<file path="src/rtl/cpu_pkg.sv">
// Shared core definitions: datapath width, reset vector and the fetch bundle
// handed from the fetch stage to decode.
package cpu_pkg;

  localparam int unsigned     XLEN      = 32;
  localparam logic [XLEN-1:0] RESET_PC  = 32'h0000_0000;
  localparam logic [XLEN-1:0] INSTR_NOP = 32'h0000_0013;

  typedef struct packed {
    logic [XLEN-1:0] pc;
    logic [XLEN-1:0] instr;
  } fetch_t;

endpackage

</file>
<file path="src/rtl/fetch_fifo.sv">
// Small circular queue of fetch bundles between instr_mem and decode.
// Flush empties the queue in one cycle and wins over push/pop.
module fetch_fifo
  import cpu_pkg::*;
#(
  parameter int unsigned DEPTH = 2,
  parameter int unsigned CW    = $clog2(DEPTH + 2)
) (
  input  logic          clk,
  input  logic          rst_n,
  input  logic          flush,
  input  logic          push,
  input  fetch_t        push_data,
  input  logic          pop,
  output fetch_t        head,
  output logic [CW-1:0] count
);

  localparam int unsigned PW = (DEPTH > 1) ? $clog2(DEPTH) : 1;

  fetch_t        mem [DEPTH];
  logic [PW-1:0] wr_ptr;
  logic [PW-1:0] rd_ptr;
  logic          do_pop;

  function automatic logic [PW-1:0] ptr_next(input logic [PW-1:0] p);
    return (p == PW'(DEPTH - 1)) ? '0 : p + PW'(1);
  endfunction

  assign do_pop = pop & (count != '0);
  assign head   = mem[rd_ptr];

  // Storage, pointers and occupancy; flush only resets the bookkeeping.
  always_ff @(posedge clk or negedge rst_n) begin
    if (!rst_n) begin
      wr_ptr <= '0;
      rd_ptr <= '0;
      count  <= '0;
      for (int i = 0; i < int'(DEPTH); i++) mem[i] <= '0;
    end else if (flush) begin
      wr_ptr <= '0;
      rd_ptr <= '0;
      count  <= '0;
    end else begin
      if (push) begin
        mem[wr_ptr] <= push_data;
        wr_ptr      <= ptr_next(wr_ptr);
      end
      if (do_pop) rd_ptr <= ptr_next(rd_ptr);
      case ({push, do_pop})
        2'b10:   count <= count + CW'(1);
        2'b01:   count <= count - CW'(1);
        default: count <= count;
      endcase
    end
  end

endmodule

</file>
<file path="src/rtl/instr_fetch_ctrl.sv">
// Fetch sequencer: owns the PC, issues one instr_mem read per cycle while the
// output queue has room, tags each read with an epoch so reads overtaken by a
// redirect are dropped, and presents {pc, instr} to decode.
module instr_fetch_ctrl
  import cpu_pkg::*;
#(
  parameter int unsigned BUF_DEPTH = 2
) (
  input  logic            clk,
  input  logic            rst_n,
  output logic [XLEN-1:0] imem_addr,
  output logic            imem_en,
  input  logic [XLEN-1:0] imem_instr,
  input  logic            redirect_valid,
  input  logic [XLEN-1:0] redirect_pc,
  input  logic            halt_req,
  output logic            out_valid,
  input  logic            out_ready,
  output logic [XLEN-1:0] out_pc,
  output logic [XLEN-1:0] out_instr,
  output logic            busy
);

  localparam int unsigned CW = $clog2(BUF_DEPTH + 2);

  logic [XLEN-1:0] pc;
  logic [XLEN-1:0] tag_pc;
  logic            tag_epoch;
  logic            epoch;
  logic            inflight;
  logic [CW-1:0]   count;
  logic [CW-1:0]   occupied;
  logic [CW-1:0]   limit;
  logic            pop;
  logic            issue;
  logic            resp_push;
  fetch_t          head;
  fetch_t          resp;

  // A slot is free when queued plus in-flight entries stay below the depth,
  // counting the entry decode takes this cycle as already gone.
  assign pop       = out_valid & out_ready;
  assign occupied  = count + CW'(inflight);
  assign limit     = CW'(BUF_DEPTH) + CW'(pop);
  assign issue     = rst_n & ~redirect_valid & ~halt_req & (occupied < limit);
  // A response landing in a redirect cycle belongs to the old path.
  assign resp_push = inflight & (tag_epoch == epoch) & ~redirect_valid;
  assign resp      = '{pc: tag_pc, instr: imem_instr};

  assign imem_en   = issue;
  assign imem_addr = {2'b00, pc[XLEN-1:2]};
  assign out_valid = (count != '0);
  assign out_pc    = head.pc;
  assign out_instr = head.instr;
  assign busy      = inflight | (count != '0);

  // PC, epoch and the tag of the read currently in flight.
  always_ff @(posedge clk or negedge rst_n) begin
    if (!rst_n) begin
      pc        <= RESET_PC;
      inflight  <= 1'b0;
      epoch     <= 1'b0;
      tag_pc    <= '0;
      tag_epoch <= 1'b0;
    end else begin
      inflight <= issue;
      if (redirect_valid) begin
        epoch <= ~epoch;
        pc    <= {redirect_pc[XLEN-1:2], 2'b00};
      end else if (issue) begin
        pc        <= pc + XLEN'(4);
        tag_pc    <= pc;
        tag_epoch <= epoch;
      end
    end
  end

  fetch_fifo #(
    .DEPTH (BUF_DEPTH),
    .CW    (CW)
  ) u_fifo (
    .clk       (clk),
    .rst_n     (rst_n),
    .flush     (redirect_valid),
    .push      (resp_push),
    .push_data (resp),
    .pop       (pop),
    .head      (head),
    .count     (count)
  );

endmodule

</file>
<file path="config.mk">
export PLATFORM = sky130hd
export DESIGN_NAME = instr_fetch_ctrl
export DESIGN_NICKNAME = d
export VERILOG_FILES = /design/src/rtl/cpu_pkg.sv /design/src/rtl/fetch_fifo.sv /design/src/rtl/instr_fetch_ctrl.sv
export SDC_FILE = /design/constraint.sdc
export NUM_CORES = 1
export LEC_CHECK = 0
export CORE_ASPECT_RATIO = 1.5
export CORE_MARGIN = 10
export CORE_UTILIZATION = 40
export CTS_BUF_LIST = sky130_fd_sc_hd__clkbuf_8
export CTS_CLUSTER_DIAMETER = 40
export DETAILED_ROUTE_END_ITERATION = 8
export GPL_ROUTABILITY_DRIVEN = 0
export SYNTH_ARGS = -nofsm -noshare
export SYNTH_HDL_FRONTEND = slang
export SYNTH_SLANG_ARGS = --single-unit
</file>
<file path="constraint.sdc">
create_clock -name clk -period 2.55 [get_ports clk]
set_input_delay 0.51 -clock clk [delete_from_list [all_inputs] [get_ports clk]]
set_output_delay 0.51 -clock clk [all_outputs]
set_load 0.02 [all_outputs]
</file>
# Yosys cells after proc, flatten, opt, wreduce, memory -nomap -nowiden
# Index checks and enable logic that the tools add are counted.
[totals]
register_bits = 199
input_bits = 69
output_inout_bits = 99
[op_classes]
n_addsub = 7
n_lt_le_gt_ge = 4
eq_ne = 3
n_mux = 16
bitwise = 13
reduce_logical = 8
[ops]
columns = ["cell", "count"]
rows = [
  ["two-way mux 64 bit", 4],
  ["bitwise mux 128 bit", 1],
  ["demux 64 bit (select 1 bit)", 1],
  ["two-way mux 32 bit", 2],
  ["adder 32 x 3 -> 32 bit, second input constant", 1],
  ["nonzero test 2 bit", 4],
  ["AND 1 bit", 7],
  ["two-way mux 1 bit", 6],
  ["greater-or-equal comparator 2 bit, second input constant", 2],
  ["NOT 1 -> 2 bit", 2],
  ["one-hot mux 2 bit (2 select lines)", 1],
  ["AND reduction 2 bit", 2],
  ["NOT 1 bit", 3],
  ["nonzero test 3 bit", 1],
  ["adder 1 bit, second input constant", 2],
  ["adder 2 x 1 -> 2 bit", 1],
  ["adder 2 x 1 -> 2 bit, first input constant", 1],
  ["adder 2 x 1 -> 2 bit, second input constant", 1],
  ["equality test 2 x 1 -> 1 bit, second input constant", 1],
  ["equality test 2 bit, second input constant", 1],
  ["< comparator 2 x 1 -> 1 bit, second input constant", 1],
  ["< comparator 2 bit", 1],
  ["two-way mux 2 bit", 1],
  ["subtractor 2 x 1 -> 2 bit, second input constant", 1],
  ["other kinds (3)", 3],
]

# Depth between registers and ports, before layout
[logic_depth]
ltp_word = 7
depth_mapped = 7
depth_no_buf = 6

# Hierarchy
# Synthesis repeated with hierarchy kept, for this count alone.
[hier_totals]
hier_cells = 719
hier_area_um2 = 9440.3
[by_module_without_submodules]
columns = ["mod", "n_inst", "cells_each", "area_per_inst_um2", "seq_area_each_um2"]
rows = [
  ["fetch_fifo", 1, 362, 6349.8, 3303.2],
  ["instr_fetch_ctrl", 1, 357, 3090.5, 1576.5],
]

# Worst setup path after synthesis
# No wires, ideal clock.
[synth_path]
kind = "register to register"
start = "register inflight"
end = "register tag_pc[10]"
setup_ns = 0.125
arrival_time_ns = 1.895
required_ns = 2.425
slack_ns = 0.530
path_stages_with_launch = 7
synth_period_minus_slack_ns = 2.020
cell_sequence = "dfrtp_1 -> ha_1 -> nor2b_1 -> o211ai_1 -> nor2_1 -> clkbuf_1 -> mux2_2"
[synth_between]
elab_chain_len = 4
[synth_lines]
columns = ["item", "line_no", "text"]
rows = [
  ["from (decl)", "instr_fetch_ctrl.sv:30", "logic inflight;"],
  ["from (signal assigned)", "instr_fetch_ctrl.sv:66", "inflight <= issue;"],
  ["adder 2 x 1 -> 2 bit", "instr_fetch_ctrl.sv:43", "assign occupied = count + CW'(inflight);"],
  ["< comparator 2 bit", "instr_fetch_ctrl.sv:45", "assign issue = rst_n & ~redirect_valid & ~halt_req & (occupied < limit);"],
  ["AND 1 bit", "instr_fetch_ctrl.sv:45", ""],
  ["AND reduction 2 bit (no line)", "--", ""],
  ["to (signal assigned)", "instr_fetch_ctrl.sv:72", "tag_pc <= pc;"],
  ["to (decl)", "instr_fetch_ctrl.sv:27", "logic [XLEN-1:0] tag_pc;"],
]
# No other way between the ends.
# A chain may end at the register's enable or synchronous reset.

# Worst setup path after layout
[layout_path]
start = "register u_fifo.count[0]"
end = "output port out_valid"
[layout_between]
elab_chain_len = 1
[layout_lines]
columns = ["item", "line_no", "text"]
rows = [
  ["from (decl)", "fetch_fifo.sv:16", "output logic [CW-1:0] count"],
  ["from (signal assigned)", "fetch_fifo.sv:51", "2'b10: count <= count + CW'(1);"],
  ["from (signal assigned)", "fetch_fifo.sv:52", "2'b01: count <= count - CW'(1);"],
  ["from (signal assigned)", "fetch_fifo.sv:53", "default: count <= count;"],
  ["nonzero test 2 bit", "instr_fetch_ctrl.sv:52", "assign out_valid = (count != '0);"],
  ["to (decl)", "instr_fetch_ctrl.sv:17", "output logic out_valid,"],
]
# No other way between the ends.

==> impl_metrics.csv <==
group,metric,value,unit
critical_path,end_kind,"primary output",
synth,synth.distinct_cells,44,
finish,multi_input_area,3570,sq um
clock_network,insertion_delay,0.47,ns
floorplan,start_util,40.6,%
sta,hold_viol,0,
floorplan,die_w,139,microns
power,power_frac_seq,45.6,%
clock_network,cts_buffers,17,
global_route,grt_pass1_wl,34300,microns
routing,viasPerCell,5.08,
sta,rsz0062_at_grt,"true",
floorplan,die_h,199,microns
critical_path,worst_path_max_delay_cell,"clkdlybuf4s50_1",
floorplan,core,21000,sq um
place,place_ws,-0.183,ns
power,vdd_ir_drop_max,0.325,mV
synth,yosys_register_bits,191,
power,swShare,32.1,%
finish,stdcell_count,1074,
floorplan,die-area,27600,sq um
critical_path,cp-start-kind,"register",
sta,postLayoutSetupSlackWorst,0.127,ns
power,finalPower,0.00939,W
routing,dr.pass1.iters,4,
routing,wl,21400,microns
synth,synth_area,8510,sq um
critical_path,crit_chain,"buf_4 > or2_2 > clkdlybuf4s50_1",
clock_network,cts_tree,"built",
sta,setup_viol,0,
finish,insertedDiodeCount,0,
place,dp_hpwl,14700,microns
finish,drive_above_1_share,29.7,%
global_route,antenna_found_initial,0,
finish,area_growth,27.4,%
global_route,grt_max_degree,192,
synth,synth_area_per_cell,13.5,sq um
clock_network,clockBufferDepth,2,
floorplan,row_count,65,
floorplan,ios,168,
critical_path,worstPathMaxFanout,5,
min_path,hold_class,"in -> async",
clock_network,clock_sinks,191,
synth,synthArstFlopShare,100,%
finish,nFillCells,1870,
routing,drt_iter0_drc,271,
synth,seq_area_frac_synth,56.1,%
synth,synthesis.instances,631,
routing,remaining_drc_errors,0,
sta,fmax,413,MHz
synth,synth_warnings,0,
global_route,grt_pass1_vias,6220,
critical_path,worstPathRequired,2.04,ns
critical_path,crit_path_max_incr_delay,0.60,ns
sta,fin_worst_skew,0.0132,ns
synth,synth-edff-count,0,
place,dp.cells,1041,
sta,layout_min_cycle_time,2.42,ns
synth,synth_flop_cell,"dfrtp_1",
sta,drv_slew,0,
critical_path,cp_num_cells,3,
routing,dr_total_vias,5457,
power,power.leakage,4.93,nW
critical_path,path_buf_inv,2,
finish,final_util,51.7,%
power,clkPwrFrac,21.8,%
power,p_switching,0.00301,W
critical_path,rr_worst_depth,6,
routing,drtAntennaViolNets,0,
critical_path,path_delay_family,"buffers and inverters",
outcome,status,"complete, no violations",
clock_network,path_clk_slew,0.09,ns
critical_path,crit_type,"reg -> out",
power,power_density,865,nW/um^2
routing,wl_per_cell,19.9,microns
power,intPower,0.00638,W
global_route,overflow,0,
clock_network,cts.htree.levels,4,
sta,period_share,95.0,%
global_route,track_usage,15.5,%
place,io_buffers,161,
clock_network,clockRootBuffer,"clkbuf_8",
power,power.share.combinational,32.5,%
sta,worst_slew_pin_slew,1.18,ns
critical_path,worstPathArrival,1.91,ns
flow_run,maxCapViolations,0,
finish,layout.nets,864,
finish,seq_area,4780,sq um
sta,maxSlewHeadroom,21.3,%
-- power groups by stage --
stage | combinational [W] | sequential [W] | clock, W
after floorplan | 0.00194 | 0.00423 | 0
after global placement | 0.00341 | 0.00427 | 0
after detailed placement | 0.00347 | 0.00435 | 0
after CTS | 0.00315 | 0.00428 | 0.00212
after global routing | 0.00331 | 0.00439 | 0.00224
final | 0.00305 | 0.00428 | 0.00205
-- timing repair --
item,4_1_cts,5_1_grt
hold buffers,0,0
pin swaps,0,0
resized for setup,64,3
buffers inserted,1,0
endpoints found under the hold margin,0,0
endpoints found under the setup margin,63,2
-- synthesized netlist by cell type (2+ instances only) --
| cell | count | area share [%] |
|---|---|---|
| nor3_1 | 9 | 0.53 |
| o21ai_1 | 22 | 1.3 |
| buf_1 | 5 | 0.22 |
| xor2_1 | 7 | 0.72 |
| nand3_1 | 6 | 0.35 |
| and3_1 | 3 | 0.22 |
| ha_1 | 2 | 0.29 |
| or4_1 | 4 | 0.35 |
| nand2_1 | 37 | 1.6 |
| and4_1 | 3 | 0.31 |
| o31ai_1 | 4 | 0.35 |
| xnor2_1 | 24 | 2.5 |
| buf_2 | 10 | 0.59 |
| inv_1 | 5 | 0.22 |
| dfrtp_1 | 191 | 56 |
| nor2_1 | 13 | 0.57 |
| a31oi_1 | 4 | 0.29 |
| mux2_1 | 37 | 4.9 |
| buf_4 | 4 | 0.35 |
| mux2_2 | 181 | 24 |
| nor4_1 | 6 | 0.44 |
| nand4_1 | 8 | 0.59 |
| nor2b_1 | 4 | 0.29 |
| clkbuf_1 | 19 | 0.84 |
| o21ai_0 | 4 | 0.24 |
-- layout make-up --
cell class,instances,area share [%]
inverters,5,0.173
well taps,268,3.09
clock inverters,13,1.36
clock buffers,19,2.41
repair buffers,178,16.0
multi-input cells,400,32.9
flip-flops and latches,191,44.1
-- registers in the layout, indices dropped and copies added, names as in the netlist --
name           count
u_fifo.rd_ptr      1
epoch              1
u_fifo.count       2
tag_epoch          1
u_fifo.wr_ptr      1
inflight           1
u_fifo.mem       124
pc                30
tag_pc            30
-- worst reg2reg max path: cells and delay by family (launching register included) --
family | cells | cell delay, ns
buffers and inverters | 1 | 0.46
flip-flops | 1 | 0.42
multiplexers | 1 | 0.41
XOR/XNOR | 1 | 0.24
adder cells (fa/ha/maj) | 1 | 0.23
AO/OA/AOI/OAI | 1 | 0.19
AND/OR/NAND/NOR | 1 | 0.16
-- cell families (layout without fill, tap and decap cells) --
family | count (synthesis) | in the layout | synth area share, %
AO/OA/AOI/OAI | 38 | 38 | 2.51
XOR/XNOR | 31 | 31 | 3.19
multiplexers | 219 | 219 | 28.9
AND/OR/NAND/NOR | 106 | 106 | 6.66
buffers and inverters | 43 | 215 | 2.22
flip-flops | 191 | 191 | 56.1
other | 1 | 4 | 0.0440
adder cells (fa/ha/maj) | 2 | 2 | 0.294
-- through the flow --
step / hold WS, ns / setup TNS (ns) / cell area [sq um]
final: 0.173 / 0 / 10900
after CTS: 0.335 / -0.0666 / 10900
after floorplan: 0.214 / 0 / 8530
after detailed placement: 0.471 / -1.20 / 10500
after global routing: 0.342 / -0.0124 / 10900
after global placement: 0.463 / -1.75 / 10500
-- routing by layer --
| metal | up-vias | GRT usage (%) | part of all wire (%) | wire length [microns] |
|---|---|---|---|---|
| li1 | 2538 | - | - | - |
| met1 | 2782 | 16.9 | 40 | 8550 |
| met2 | 115 | 28.1 | 54 | 11400 |
| met3 | 22 | 4.63 | 4.8 | 1030 |
| met4 | 0 | 4.69 | 1.6 | 332 |
| met5 | - | 0 | 0 | 0 |
-- path summary, 6_finish.rpt --
kind	from	to	slack, ns
max	u_fifo.count[0]$_DFFE_PN0P_	out_valid	0.13
min	rst_n	u_fifo.mem[110]$_DFFE_PN0P_	0.17
max reg2reg	inflight$_DFF_PN0_	tag_pc[13]$_DFFE_PN0P_	0.33
min reg2reg	u_fifo.mem[127]$_DFFE_PN0P_	u_fifo.mem[127]$_DFFE_PN0P_	0.49
max in group asynchronous	rst_n	u_fifo.mem[70]$_DFFE_PN0P_	1.42
min in group clk	u_fifo.mem[127]$_DFFE_PN0P_	u_fifo.mem[127]$_DFFE_PN0P_	0.49
-- cells in the final DEF, fill, tap and decap left out, types with 6 or more instances in the layout --
cell type        Yosys  final
nand3_1              6      6
nor4_1               6      6
buf_12               0      6
clkdlybuf4s50_1      0     95
inv_1                5      8
dlygate4sd2_1        0     62
buf_4                4     11
nand2_1             37     37
mux2_2             181    181
nor2_1              13     12
nor3_1               9      9
xnor2_1             24     24
o21ai_1             22     22
mux2_1              37     37
dfrtp_1            191    190
xor2_1               7      7
nand4_1              8      8
clkbuf_8             0     20
Note: power is estimated with default switching activity, not from simulation.
